<file path="src/rtl/gnr_pkg.sv">
// Shared types and default sizing for the GNR attractor sequencer.
package gnr_pkg;

    localparam int N_NODES_DEF   = 8;
    localparam int CNT_W_DEF     = 32;
    localparam int MAX_STEPS_DEF = 1000000;

    typedef enum logic [2:0] {
        IDLE,
        LOAD,
        STEP,
        CMP,
        PSTEP,
        PCMP,
        REPORT,
        FIN
    } gnr_state_e;

endpackage

</file>
<file path="src/rtl/gnr_res_reg.sv">
// Result holding register: captures one attractor result and offers it over valid/ready.
module gnr_res_reg
    import gnr_pkg::*;
#(
    parameter int N_NODES = N_NODES_DEF,
    parameter int CNT_W   = CNT_W_DEF
) (
    input  logic               clk,
    input  logic               rst,
    input  logic               load_i,
    input  logic [N_NODES-1:0] init_i,
    input  logic [CNT_W-1:0]   steps_i,
    input  logic [CNT_W-1:0]   period_i,
    input  logic               timeout_i,
    input  logic               res_ready,
    output logic               res_valid,
    output logic [N_NODES-1:0] res_init,
    output logic [CNT_W-1:0]   res_steps,
    output logic [CNT_W-1:0]   res_period,
    output logic               res_timeout,
    output logic               accept_o
);

    logic               valid_q;
    logic [N_NODES-1:0] init_q;
    logic [CNT_W-1:0]   steps_q;
    logic [CNT_W-1:0]   period_q;
    logic               timeout_q;

    always_ff @(posedge clk or negedge rst) begin
        if (!rst) begin
            valid_q   <= 1'b0;
            init_q    <= '0;
            steps_q   <= '0;
            period_q  <= '0;
            timeout_q <= 1'b0;
        end else if (load_i) begin
            valid_q   <= 1'b1;
            init_q    <= init_i;
            steps_q   <= steps_i;
            period_q  <= period_i;
            timeout_q <= timeout_i;
        end else if (valid_q && res_ready) begin
            valid_q   <= 1'b0;
        end
    end

    assign res_valid   = valid_q;
    assign res_init    = init_q;
    assign res_steps   = steps_q;
    assign res_period  = period_q;
    assign res_timeout = timeout_q;
    assign accept_o    = valid_q && res_ready;

endmodule

</file>
<file path="src/rtl/gnr_attractor_ctrl.sv">
// Floyd-style attractor search sequencer driving a GNR node array.
// States: IDLE wait start | LOAD node load | STEP both step | CMP meet check | PSTEP hare step | PCMP period check | REPORT result out | FIN done pulse
module gnr_attractor_ctrl
    import gnr_pkg::*;
#(
    parameter int N_NODES   = N_NODES_DEF,
    parameter int CNT_W     = CNT_W_DEF,
    parameter int MAX_STEPS = MAX_STEPS_DEF
) (
    input  logic               clk,
    input  logic               rst,
    input  logic               start,
    input  logic [N_NODES-1:0] init_base,
    input  logic [N_NODES-1:0] init_count,
    input  logic [N_NODES-1:0] net_s0,
    input  logic [N_NODES-1:0] net_s1,
    output logic               reset_nos,
    output logic [N_NODES-1:0] init_state,
    output logic               start_s0,
    output logic               start_s1,
    output logic               busy,
    output logic               done,
    output logic               res_valid,
    input  logic               res_ready,
    output logic [N_NODES-1:0] res_init,
    output logic [CNT_W-1:0]   res_steps,
    output logic [CNT_W-1:0]   res_period,
    output logic               res_timeout
);

    localparam logic [CNT_W-1:0] MAX_C = CNT_W'(MAX_STEPS);

    gnr_state_e         state_q;
    logic [N_NODES-1:0] cur_q;
    logic [N_NODES-1:0] rem_q;
    logic [N_NODES-1:0] init_state_q;
    logic [CNT_W-1:0]   steps_q;
    logic [CNT_W-1:0]   period_q;
    logic               reset_nos_q;
    logic               start_s0_q;
    logic               start_s1_q;
    logic               busy_q;
    logic               done_q;

    logic               meet_d;
    logic               to_report_d;
    logic               tmo_d;
    logic               accept_d;
    logic [N_NODES-1:0] cur_nxt_d;
    logic [N_NODES-1:0] rem_nxt_d;

    // The result register captures on the same edge the FSM enters REPORT.
    always_comb begin
        meet_d      = (net_s0 == net_s1);
        to_report_d = 1'b0;
        tmo_d       = 1'b0;
        cur_nxt_d   = cur_q + N_NODES'(1);
        rem_nxt_d   = rem_q - N_NODES'(1);
        case (state_q)
            CMP: begin
                if (!meet_d && steps_q == MAX_C) begin
                    to_report_d = 1'b1;
                    tmo_d       = 1'b1;
                end
            end
            PCMP: begin
                if (meet_d) begin
                    to_report_d = 1'b1;
                end else if (period_q == MAX_C) begin
                    to_report_d = 1'b1;
                    tmo_d       = 1'b1;
                end
            end
            default: ;
        endcase
    end

    always_ff @(posedge clk or negedge rst) begin
        if (!rst) begin
            state_q      <= IDLE;
            cur_q        <= '0;
            rem_q        <= '0;
            init_state_q <= '0;
            steps_q      <= '0;
            period_q     <= '0;
            reset_nos_q  <= 1'b0;
            start_s0_q   <= 1'b0;
            start_s1_q   <= 1'b0;
            busy_q       <= 1'b0;
            done_q       <= 1'b0;
        end else begin
            reset_nos_q <= 1'b0;
            start_s0_q  <= 1'b0;
            start_s1_q  <= 1'b0;
            done_q      <= 1'b0;
            case (state_q)
                IDLE: begin
                    if (start) begin
                        cur_q <= init_base;
                        rem_q <= init_count;
                        if (init_count == '0) begin
                            state_q <= FIN;
                            done_q  <= 1'b1;
                        end else begin
                            state_q      <= LOAD;
                            busy_q       <= 1'b1;
                            reset_nos_q  <= 1'b1;
                            init_state_q <= init_base;
                            steps_q      <= '0;
                            period_q     <= '0;
                        end
                    end
                end
                LOAD: begin
                    state_q    <= STEP;
                    start_s0_q <= 1'b1;
                    start_s1_q <= 1'b1;
                    steps_q    <= (steps_q == MAX_C) ? MAX_C : steps_q + CNT_W'(1);
                end
                STEP: state_q <= CMP;
                CMP: begin
                    if (meet_d) begin
                        state_q    <= PSTEP;
                        start_s1_q <= 1'b1;
                        period_q   <= (period_q == MAX_C) ? MAX_C : period_q + CNT_W'(1);
                    end else if (to_report_d) begin
                        state_q <= REPORT;
                    end else begin
                        state_q    <= STEP;
                        start_s0_q <= 1'b1;
                        start_s1_q <= 1'b1;
                        steps_q    <= (steps_q == MAX_C) ? MAX_C : steps_q + CNT_W'(1);
                    end
                end
                PSTEP: state_q <= PCMP;
                PCMP: begin
                    if (to_report_d) begin
                        state_q <= REPORT;
                    end else begin
                        state_q    <= PSTEP;
                        start_s1_q <= 1'b1;
                        period_q   <= (period_q == MAX_C) ? MAX_C : period_q + CNT_W'(1);
                    end
                end
                REPORT: begin
                    if (accept_d) begin
                        cur_q <= cur_nxt_d;
                        rem_q <= rem_nxt_d;
                        if (rem_nxt_d != '0) begin
                            state_q      <= LOAD;
                            reset_nos_q  <= 1'b1;
                            init_state_q <= cur_nxt_d;
                            steps_q      <= '0;
                            period_q     <= '0;
                        end else begin
                            state_q <= FIN;
                            busy_q  <= 1'b0;
                            done_q  <= 1'b1;
                        end
                    end
                end
                FIN: state_q <= IDLE;
                default: state_q <= IDLE;
            endcase
        end
    end

    gnr_res_reg #(
        .N_NODES (N_NODES),
        .CNT_W   (CNT_W)
    ) u_res_reg (
        .clk         (clk),
        .rst         (rst),
        .load_i      (to_report_d),
        .init_i      (cur_q),
        .steps_i     (steps_q),
        .period_i    (period_q),
        .timeout_i   (tmo_d),
        .res_ready   (res_ready),
        .res_valid   (res_valid),
        .res_init    (res_init),
        .res_steps   (res_steps),
        .res_period  (res_period),
        .res_timeout (res_timeout),
        .accept_o    (accept_d)
    );

    assign reset_nos  = reset_nos_q;
    assign init_state = init_state_q;
    assign start_s0   = start_s0_q;
    assign start_s1   = start_s1_q;
    assign busy       = busy_q;
    assign done       = done_q;

endmodule

</file>
<file path="config.mk">
export PLATFORM = sky130hd
export DESIGN_NAME = gnr_attractor_ctrl
export DESIGN_NICKNAME = d
export VERILOG_FILES = /design/src/rtl/gnr_pkg.sv /design/src/rtl/gnr_res_reg.sv /design/src/rtl/gnr_attractor_ctrl.sv
export SDC_FILE = /design/constraint.sdc
export NUM_CORES = 1
export LEC_CHECK = 0
export CORE_UTILIZATION = 35
export DETAILED_ROUTE_END_ITERATION = 8
export PLACE_DENSITY = 0.53
export RECOVER_POWER = 100
export SLEW_MARGIN = 20
export SYNTH_ARGS = -nofsm -noshare
export SYNTH_HDL_FRONTEND = slang
export SYNTH_SLANG_ARGS = --single-unit
</file>
<file path="constraint.sdc">
create_clock -name clk -period 4.8 [get_ports clk]
set_clock_uncertainty 0.2 [all_clocks]
set_input_delay 1.2 -clock clk [delete_from_list [all_inputs] [get_ports clk]]
set_output_delay 1.2 -clock clk [all_outputs]
set_load 0.01 [all_outputs]
</file>
==> impl_metrics.py <==
metrics = {
    "layout": {
        "num_antenna_cells": 0,
        "final_area_um2": 10820,
        "drive_gt1_share_pct": 6.231,
        "register_area_um2": 4254,
        "multi_input_area_um2": 4183,
        "layout.cells.non_filler": 1303,
        "syn_to_final_growth_pct": 23.58,
        "layout.nets": 1011,
        "nFillCells": 2401,
        "fin_util_pct": 44.36,
    },
    "placed_design": {
        "postPlaceCellArea_um2": 10240,
        "portBuffers": 122,
        "gp_congestion": 0.8010,
        "hpwl_mm": 15.44,
        "placed_cells": 1273,
        "preCtsSetupSlack_ns": 0.6340,
    },
    "critical_path": {
        "crit_path_end_kind": "flop",
        "slowest_delay_ns": 0.55,
        "r2r-start": "period_q[0]$_DFFE_PN0P_",
        "worstSetupStartpoint": "net_s1[1]",
        "crit_type": "primary input to flop",
        "crit_fanout": 32,
        "required_ns": 4.91,
        "path_delay_family": "buffers and inverters",
        "worstPathCellList": "dlygate4sd3_1 -> xnor2_1 -> nand4_1 -> or2_0 -> a21oi_1 -> o21ai_4 -> clkbuf_2 -> mux2_1",
        "startpoint_type": "primary input",
        "cp.arrival_ns": 4.15,
        "slowest_stage": "dlygate4sd3_1",
        "crit_buf_inv": 2,
    },
    "sta": {
        "slew_headroom_pct": -39.64,
        "slew_violations": 80,
        "hold_viol": 0,
        "finalCritPeriodShare_pct": 84.10,
        "worst-slew-pin-transition_ns": 2.095,
        "fin_tns_setup_ns": 0,
        "worst_hold_slack_ns": 0.2825,
        "fin_ws_ns": 0.7633,
        "setup_viol": 0,
        "grt_setup_unrepaired": "no",
        "post-route-min-period_ns": 4.037,
        "fmax_mhz": 247.7,
    },
    "yosys": {
        "synth_edf_count": 0,
        "synthFlopType": "dfrtp_1",
        "synth_cell_type_count": 70,
        "syn_area_per_cell_um2": 10.09,
        "synth_area_um2": 8755,
        "syn_inst": 868,
        "yosys_warnings": 0,
        "yosysSeqAreaShare_pct": 48.59,
        "syn_nets": 911,
        "ys_async_sr_fraction_pct": 100.0,
        "yosys_register_bits": 170,
    },
    "floorplan": {
        "num_rows": 57,
        "core_um2": 24390,
        "dieArea_um2": 25650,
        "io_pins": 123,
        "die_x_um": 160.2,
        "die_y_um": 160.2,
        "initial_core_util_pct": 35.89,
    },
    "detailed_routing": {
        "drt_first_pass_iters": 5,
        "routed_wl_mm": 22.77,
        "drt_iter0_drc": 374,
        "ant_nets": 0,
        "wl_per_cell_um": 17.47,
        "viasPerCell": 5.486,
        "vias": 7148,
        "drc": 0,
    },
    "cts": {
        "cts.htree.levels": 4,
        "cts_root_buffer": "clkbuf_16",
        "tritoncts": "built",
        "insertion_delay_ns": 0.44,
        "cts_resized": 0,
        "cts_max_path_buffers": 2,
        "cts_hold_buf": 0,
        "clk_pin_slew_ns": 0.07,
        "cts.sinks": 170,
        "post-cts-setup-buffer-count": 0,
        "numCtsBuffers": 17,
    },
    "run_status": {
        "violations": "max-capacitance violations, max-slew violations",
        "status": "finished with violations",
    },
    "grt": {
        "grt_max_degree": 81,
        "antenna_found_initial": 0,
        "globalRouteTotalUtil_pct": 18.58,
        "grt_pass1_vias": 6988,
        "grt_pass1_wl_mm": 37.85,
        "grt_overflow": 0,
    },
    "power_and_ir_drop": {
        "power_mw": 4.302,
        "powerDensity_nw_per_um2": 397.6,
        "max-vdd-ir-drop_uv": 229.9,
        "power_leakage_nw": 5.078,
    },
    "run": {
        "cap_violations": 1,
    },
    "worst_hold_path": {
        "hold_path_class": "flop to flop",
        "holdCritStartpoint": "u_res_reg.res_period[14]$_DFFE_PN0P_",
    },
}
==> synthesized netlist by cell type, drive strengths merged, types with 4 or more instances <==
library cell / count / area share [%]
a21o: 4 / 0.34
nand4: 19 / 1.4
clkbuf: 38 / 1.6
nand2b: 6 / 0.43
mux2: 80 / 10
nor3: 15 / 0.91
xor2: 6 / 0.60
a41oi: 5 / 0.50
and3: 18 / 1.3
a21oi: 50 / 3.0
o31ai: 6 / 0.57
a31oi: 42 / 3.2
a221o: 12 / 1.4
xnor2: 11 / 1.1
nor4b: 8 / 0.80
buf: 15 / 1.4
and4: 10 / 1.0
a211oi: 4 / 0.34
inv: 14 / 0.60
nor4: 19 / 1.4
or3: 7 / 0.50
nor2: 60 / 2.6
nand3: 31 / 1.8
nand2: 90 / 3.9
ha: 7 / 1.0
mux2i: 5 / 0.57
and2: 11 / 0.79
or2: 5 / 0.36
dfrtp: 170 / 49
o21ai: 48 / 2.8
or4: 7 / 0.64
==> flip-flops by register name, summed over array words and instances, names as in the netlist <==
signal	flops
u_res_reg.res_init	8
period_q	32
rem_q	8
u_res_reg.res_steps	32
init_state	8
start_s0	1
u_res_reg.res_period	32
cur_q	8
u_res_reg.res_valid	1
done	1
busy	1
u_res_reg.res_timeout	1
state_q	3
start_s1	1
reset_nos	1
steps_q	32
==> power breakdown <==
part	switching, mW	total, mW	leakage, nW	internal (mW)
clock network	0.593	1.47	0.302	0.873
registers	0.189	1.76	2.31	1.57
logic	0.685	1.07	2.47	0.390
total	1.47	4.30	5.08	2.83
==> placed cells by master, fill, tap and decap left out, types with 7 or more instances in the layout <==
master and instances:
a21oi_1 49, a221o_1 12, a31oi_1 41, and2_1 10, and3_1 18, and4_1 10
buf_4 7, clkbuf_16 17, clkdlybuf4s50_1 32, dfrtp_1 170, dlygate4sd3_1 89, ha_1 7
inv_1 14, mux2_1 72, mux2_2 8, nand2_1 90, nand3_1 31, nand4_1 19
nor2_1 60, nor3_1 14, nor4_1 19, nor4b_1 8, o21ai_0 43, or3_1 7
xnor2_1 11
==> cell type report <==
type	count	area share, %
inverter	14	0.4857
clock inverter	9	1.272
sequential	170	39.32
clock buffer	21	4.441
timing repair buffer	134	12.07
tap	324	3.747
multi-input combinational	631	38.66
==> final timing paths <==
kind	slack, ns	cells after the start	end
setup / recovery	0.76	8	u_res_reg.res_steps[1]$_DFFE_PN0P_
hold / removal	0.28	1	u_res_reg.res_period[14]$_DFFE_PN0P_
setup reg to reg	1.04	9	u_res_reg.res_steps[1]$_DFFE_PN0P_
hold reg to reg	0.28	1	u_res_reg.res_period[14]$_DFFE_PN0P_
max in group asynchronous	1.53	2	u_res_reg.res_steps[20]$_DFFE_PN0P_
min in group asynchronous	1.17	1	period_q[24]$_DFFE_PN0P_
==> logic make-up (layout without fill, tap and decap cells) <==
family / Yosys count / after routing / synth area share (%)
flip-flops: 170 / 170 / 48.59
buffers and inverters: 67 / 178 / 3.644
adder cells (fa/ha/maj): 7 / 7 / 1.000
AO/OA/AOI/OAI: 206 / 206 / 15.61
multiplexers: 85 / 85 / 10.86
AND/OR/NAND/NOR: 316 / 316 / 18.59
XOR/XNOR: 17 / 17 / 1.701
==> metal layers <==
layer,share of wire [%],up-vias,track usage (%)
met5,0,-,0
met4,1.2,0,5.628
met3,4.1,20,4.130
met2,46,137,28.87
met1,49,3544,25.78
li1,-,3447,-
Note: power is estimated with default switching activity, not from simulation.
==> RTL change 1: new RTL, same flow settings <==
Re-encode `gnr_state_e` (8 states) as one-hot, 8 bits wide.
--- a/src/rtl/gnr_pkg.sv
+++ b/src/rtl/gnr_pkg.sv
@@ -6,13 +6,13 @@
     localparam int MAX_STEPS_DEF = 1000000;
 
-    typedef enum logic [2:0] {
-        IDLE,
-        LOAD,
-        STEP,
-        CMP,
-        PSTEP,
-        PCMP,
-        REPORT,
-        FIN
+    typedef enum logic [7:0] {
+        IDLE   = 8'b00000001,
+        LOAD   = 8'b00000010,
+        STEP   = 8'b00000100,
+        CMP    = 8'b00001000,
+        PSTEP  = 8'b00010000,
+        PCMP   = 8'b00100000,
+        REPORT = 8'b01000000,
+        FIN    = 8'b10000000
     } gnr_state_e;
 
Formal check against the unedited RTL: no difference found for any inputs over 4 cycles, from zero or initial values and one cycle with rst low; so few cycles prove little.
==> RTL change 1 against the unedited design <==
The run still ends with max-capacitance violations, max-slew violations left. Routed wire length decreased by 0.71%. Synthesized area grew 1.1%. Final area rose by 1.1%. Sequential cell count up 5. Sequential share of layout area is 0.71 points higher. Worst setup slack improved by 0.022 ns. Power shrank 3.9%. Largest cell class unchanged.
==> RTL change 1: results (changes against the unedited design) <==
* # nets final at 1004 (-0.69%)
* Gr usage total at 0.180 (-0.00536)
* Synth top area cells: dfrtp_1 (49%), mux2_1 (6.0%), mux2_2 (3.6%), o21ai_0 (2.9%), nand2_1 (2.8%)
* Maximum VDD drop at 0.000203 V (-12%)
* Dpl hpwl at 15600 um (+0.73%)
* Max-slew violations at 48 (-40%)
* Vias in the first global route at 7034 (+0.66%)
* Static leakage at 5.11 nW (+0.64%)
* Violations in the final reports: max-capacitance violations, max-slew violations
* Initial drt markers at 374 (unchanged)
* Clock buffer count from CTS at 17 (unchanged)
* Tightest Hold Check Type: register to register
* Yosys warnings at 0 (unchanged)
* Avg WL per Cell at 17.4 um (-0.32%)
* Post-synth top cells: dfrtp_1 (174), nand2_1 (67), o21ai_0 (51)
* Post-synth net total at 884 (-3.0%)
* Worst-margin pin slew at 2.66 ns (+0.566 ns)
* Global-route wire length before repair at 37500 um (-1.0%)
* Crit-path max FO at 23 (-28%)
* Post-synthesis async set-or-reset flop share at 1.00 (unchanged)
* Routed vias/inst at 5.48 (-0.18%)
* Seq/Total Area, Yosys at 0.495 (+0.00913)
* Max cap viols at 1 (unchanged)
* Initial antenna violation count at 0 (unchanged)
* Min Hold Slack at 0.282 ns (-0.000545 ns)
* Reg2Reg Setup Slack at 0.81 ns (-0.23 ns)
* Fill cells at 2351 (-2.1%)
* CP arrival at 4.13 ns (-0.02 ns)
* Layout cells sized above 1 at 0.0914 (+0.0291)
* Clock root buffer: clkbuf_16
* Outcome: complete, but fails checks
* Largest net degree at the start of global routing at 90 (+11%)
* CTS clk-pin slew, worst paths at 0.07 ns (about the same)
* RePlAce Congestion at 0.757 (-5.5%)
RTL change 1: final cells by class:
cell class / count / area [um2] / share of cell area
inverter: 17 / 63.8 / 0.00583
clock inverter: 14 / 121 / 0.0111
multi-input combinational: 608 / 4200 / 0.383
sequential: 175 / 4380 / 0.400
clock buffer: 18 / 429 / 0.0392
tap: 324 / 405 / 0.0370
timing repair buffer: 142 / 1350 / 0.123
RTL change 1: cell families (layout without fill, tap and decap cells):
| group | after synthesis | in the layout | share of synthesized area |
|---|---|---|---|
| buffers and inverters | 58 | 191 | 0.0303 |
| xor gates and xnor gates | 19 | 19 | 0.0188 |
| AOI/OAI and AO/OA | 211 | 211 | 0.163 |
| DFF | 175 | 175 | 0.495 |
| and+or+nand+nor | 294 | 294 | 0.185 |
| adders and majority gates | 7 | 7 | 0.00990 |
| muxes | 77 | 77 | 0.0977 |
RTL change 1: metal layers:
metal,up-vias,GRT usage,routed length (um)
met5,-,0,0
met4,0,0.0570,330
met3,20,0.0342,1020
met2,165,0.277,10000
met1,3523,0.256,11200
li1,3400,-,-
RTL change 1: worst max-delay path, stage by stage:
cell,delay (ns)
dlygate4sd3_1,0.55
xnor2_1,0.18
nand4_1,0.24
nor2_1,0.42
and4bb_1,0.23
o211ai_1,0.35
clkbuf_2,0.56
mux2_2,0.40
RTL change 1: path summary, 6_finish.rpt:
| path | start | endpoint | depth (start not counted) |
|---|---|---|---|
| setup / recovery | net_s1[7] | u_res_reg.res_steps[31] | 8 |
| hold / removal | u_res_reg.res_steps[26] | u_res_reg.res_steps[26] | 1 |
| setup reg to reg | state_q[4] | steps_q[9] | 8 |
| hold reg to reg | u_res_reg.res_steps[26] | u_res_reg.res_steps[26] | 1 |
| max in group asynchronous | rst | u_res_reg.res_steps[20] | 2 |
| min in group asynchronous | rst | u_res_reg.res_steps[27] | 1 |
RTL change 1: per-stage QoR:
step	worst slack (ns)	cells	util	cell area (um2)
floorplan	1.58	841	-	8850
global placement	0.694	1266	0.426	10500
detailed placement	0.619	1266	0.426	10500
CTS	1.08	1298	0.449	11000
global route	0.454	1298	0.446	10900
finish	0.785	1298	0.446	10900
RTL change 1: report_power, final:
part           internal, W  leakage [nW]  switching, W  total (W)
clock             0.000683         0.266      0.000648    0.00133
sequential         0.00160          2.38      0.000135    0.00174
combinational     0.000358          2.47      0.000708    0.00107
total              0.00264          5.11       0.00149    0.00413
==> RTL change 2: new RTL, same settings <==
Without the edit above. The package constant `N_NODES_DEF` goes from 8 to 7.
--- a/src/rtl/gnr_pkg.sv
+++ b/src/rtl/gnr_pkg.sv
@@ -2,5 +2,5 @@
 package gnr_pkg;
 
-    localparam int N_NODES_DEF   = 8;
+    localparam int N_NODES_DEF   = 7;
     localparam int CNT_W_DEF     = 32;
     localparam int MAX_STEPS_DEF = 1000000;
Ports: changed (6 resized); port bits go from 123 to 117. The function was not compared with the original's and may differ.
==> RTL change 2 against the unedited design <==
The run still ends with max-capacitance violations, max-slew violations left. Synthesized area rose by 0.24%. Non-clock buffer count fell by 2. First-iteration DRC count rose by 56%. Final area fell by 2.4%. Critical path depth did not move. Utilization fell by 1.2 points. Worst setup slack got worse by 0.16 ns. Sequential cell count fell by 4. Power rose by 1.1%. Routed wire length rose by 2.7%. Highest routed layer unchanged.
==> RTL change 2: results (changes against the unedited design) <==
* Maximum VDD drop at 0.000179 V (-22%)
* WL met3 at 1220 um (+32%)
* Length of routed wiring on met1 at 12100 um (+9.2%)
* Layout cells sized above 1 at 0.0666 (+0.00429)
* Terminus of the critical flop-to-flop path: steps_q[28]
* Initial drt markers at 583 (+56%)
* Synth top area cells: dfrtp_1 (47%), mux2_4 (10%), nand2_1 (3.3%), a31oi_1 (3.2%), o21ai_0 (3.2%)
* Outcome: complete, but fails checks
* Gr usage total at 0.189 (+0.00361)
* Post-synth net total at 891 (-2.2%)
* Max-slew violations at 117 (+46%)
* Met2 wire len at 9760 um (-6.6%)
* Dpl hpwl at 16000 um (+3.5%)
* Fill cells at 2387 (-0.58%)
* Static leakage at 4.90 nW (-3.5%)
* Setup crit start: net_s1[2]
* Seq/Total Area, Yosys at 0.473 (-0.0126)
* Global-route wire length before repair at 38500 um (+1.6%)
* CP arrival at 4.36 ns (+0.21 ns)
* RePlAce Congestion at 0.835 (+4.2%)
* Crit-path max FO at 16 (-50%)
* Avg WL per Cell at 18.2 um (+4.2%)
* Yosys cell types at 68 (-2.9%)
* Violations in the final reports: max-capacitance violations, max-slew violations
* Largest net degree at the start of global routing at 69 (-15%)
* Vias in the first global route at 6686 (-4.3%)
* Worst-margin pin slew at 2.51 ns (+0.417 ns)
* Cell Int Power at 0.00277 W (-2.3%)
* # nets final at 987 (-2.4%)
* Max cap viols at 2 (+1)
* Port-buffer cells at 116 (-4.9%)
* Reg2Reg Setup Slack at 1.40 ns (+0.36 ns)
## RTL change 2: worst max-delay path: cells and delay by family
family,cells,cell delay (ns)
and+or+nand+nor,3,1.11
AOI/OAI and AO/OA,2,0.95
buffers and inverters,2,0.93
xor gates and xnor gates,1,0.17
## RTL change 2: area by class of cell
type / count / area (um2) / area share
Clock buffer: 18 / 439 / 0.0416
Inverter: 19 / 71.3 / 0.00676
Clock inverter: 14 / 148 / 0.0140
Sequential cell: 166 / 4150 / 0.394
Multi-Input combinational cell: 612 / 4040 / 0.383
Tap cell: 324 / 405 / 0.0384
Timing Repair Buffer: 132 / 1290 / 0.123
## RTL change 2: kinds of logic after synthesis
logic type               share of synthesized area
AO/OA/AOI/OAI                                0.163
adder cells (fa/ha/maj)                    0.00998
multiplexers                                 0.125
buffers and inverters                       0.0393
XOR/XNOR                                    0.0130
AND/OR/NAND/NOR                              0.176
flip-flops                                   0.473
## RTL change 2: per-layer routing
| layer | GRT usage | vias up |
|---|---|---|
| met3 | 0.0338 | 15 |
| met1 | 0.293 | 3484 |
| li1 | - | 3392 |
| met4 | 0.0537 | 0 |
| met2 | 0.267 | 214 |
| met5 | 0 | - |
## RTL change 2: worst min path at each step
stage,slack (ns),cells past startpoint,startpoint,end
after floorplan,0.27,1,steps_q[31],steps_q[31]
after global placement,0.27,1,init_state[4],init_state[4]
after detailed placement,0.27,1,init_state[4],init_state[4]
after CTS,0.29,1,init_state[4],init_state[4]
after global routing,0.30,1,init_state[4],init_state[4]
final,0.28,1,init_state[4],init_state[4]
## RTL change 2: power groups by stage
stage / clock network (W) / registers (W) / logic [W]
after floorplan: 0 / 0.00169 / 0.000867
after global placement: 0 / 0.00176 / 0.00127
after detailed placement: 0 / 0.00177 / 0.00127
after CTS: 0.00141 / 0.00174 / 0.00128
after global routing: 0.00147 / 0.00177 / 0.00138
final: 0.00138 / 0.00174 / 0.00124
## RTL change 2: metrics by stage
stage | setup WS [ns] | instances | utilization | hold slack, ns
5_1_grt | 0.421 | 1285 | 0.432 | 0.299
3_5_place_dp | 0.686 | 1253 | 0.418 | 0.272
2_1_floorplan | 1.48 | 852 | - | 0.274
3_3_place_gp | 0.675 | 1253 | 0.418 | 0.266
6_report | 0.601 | 1285 | 0.432 | 0.278
4_1_cts | 1.14 | 1285 | 0.442 | 0.287
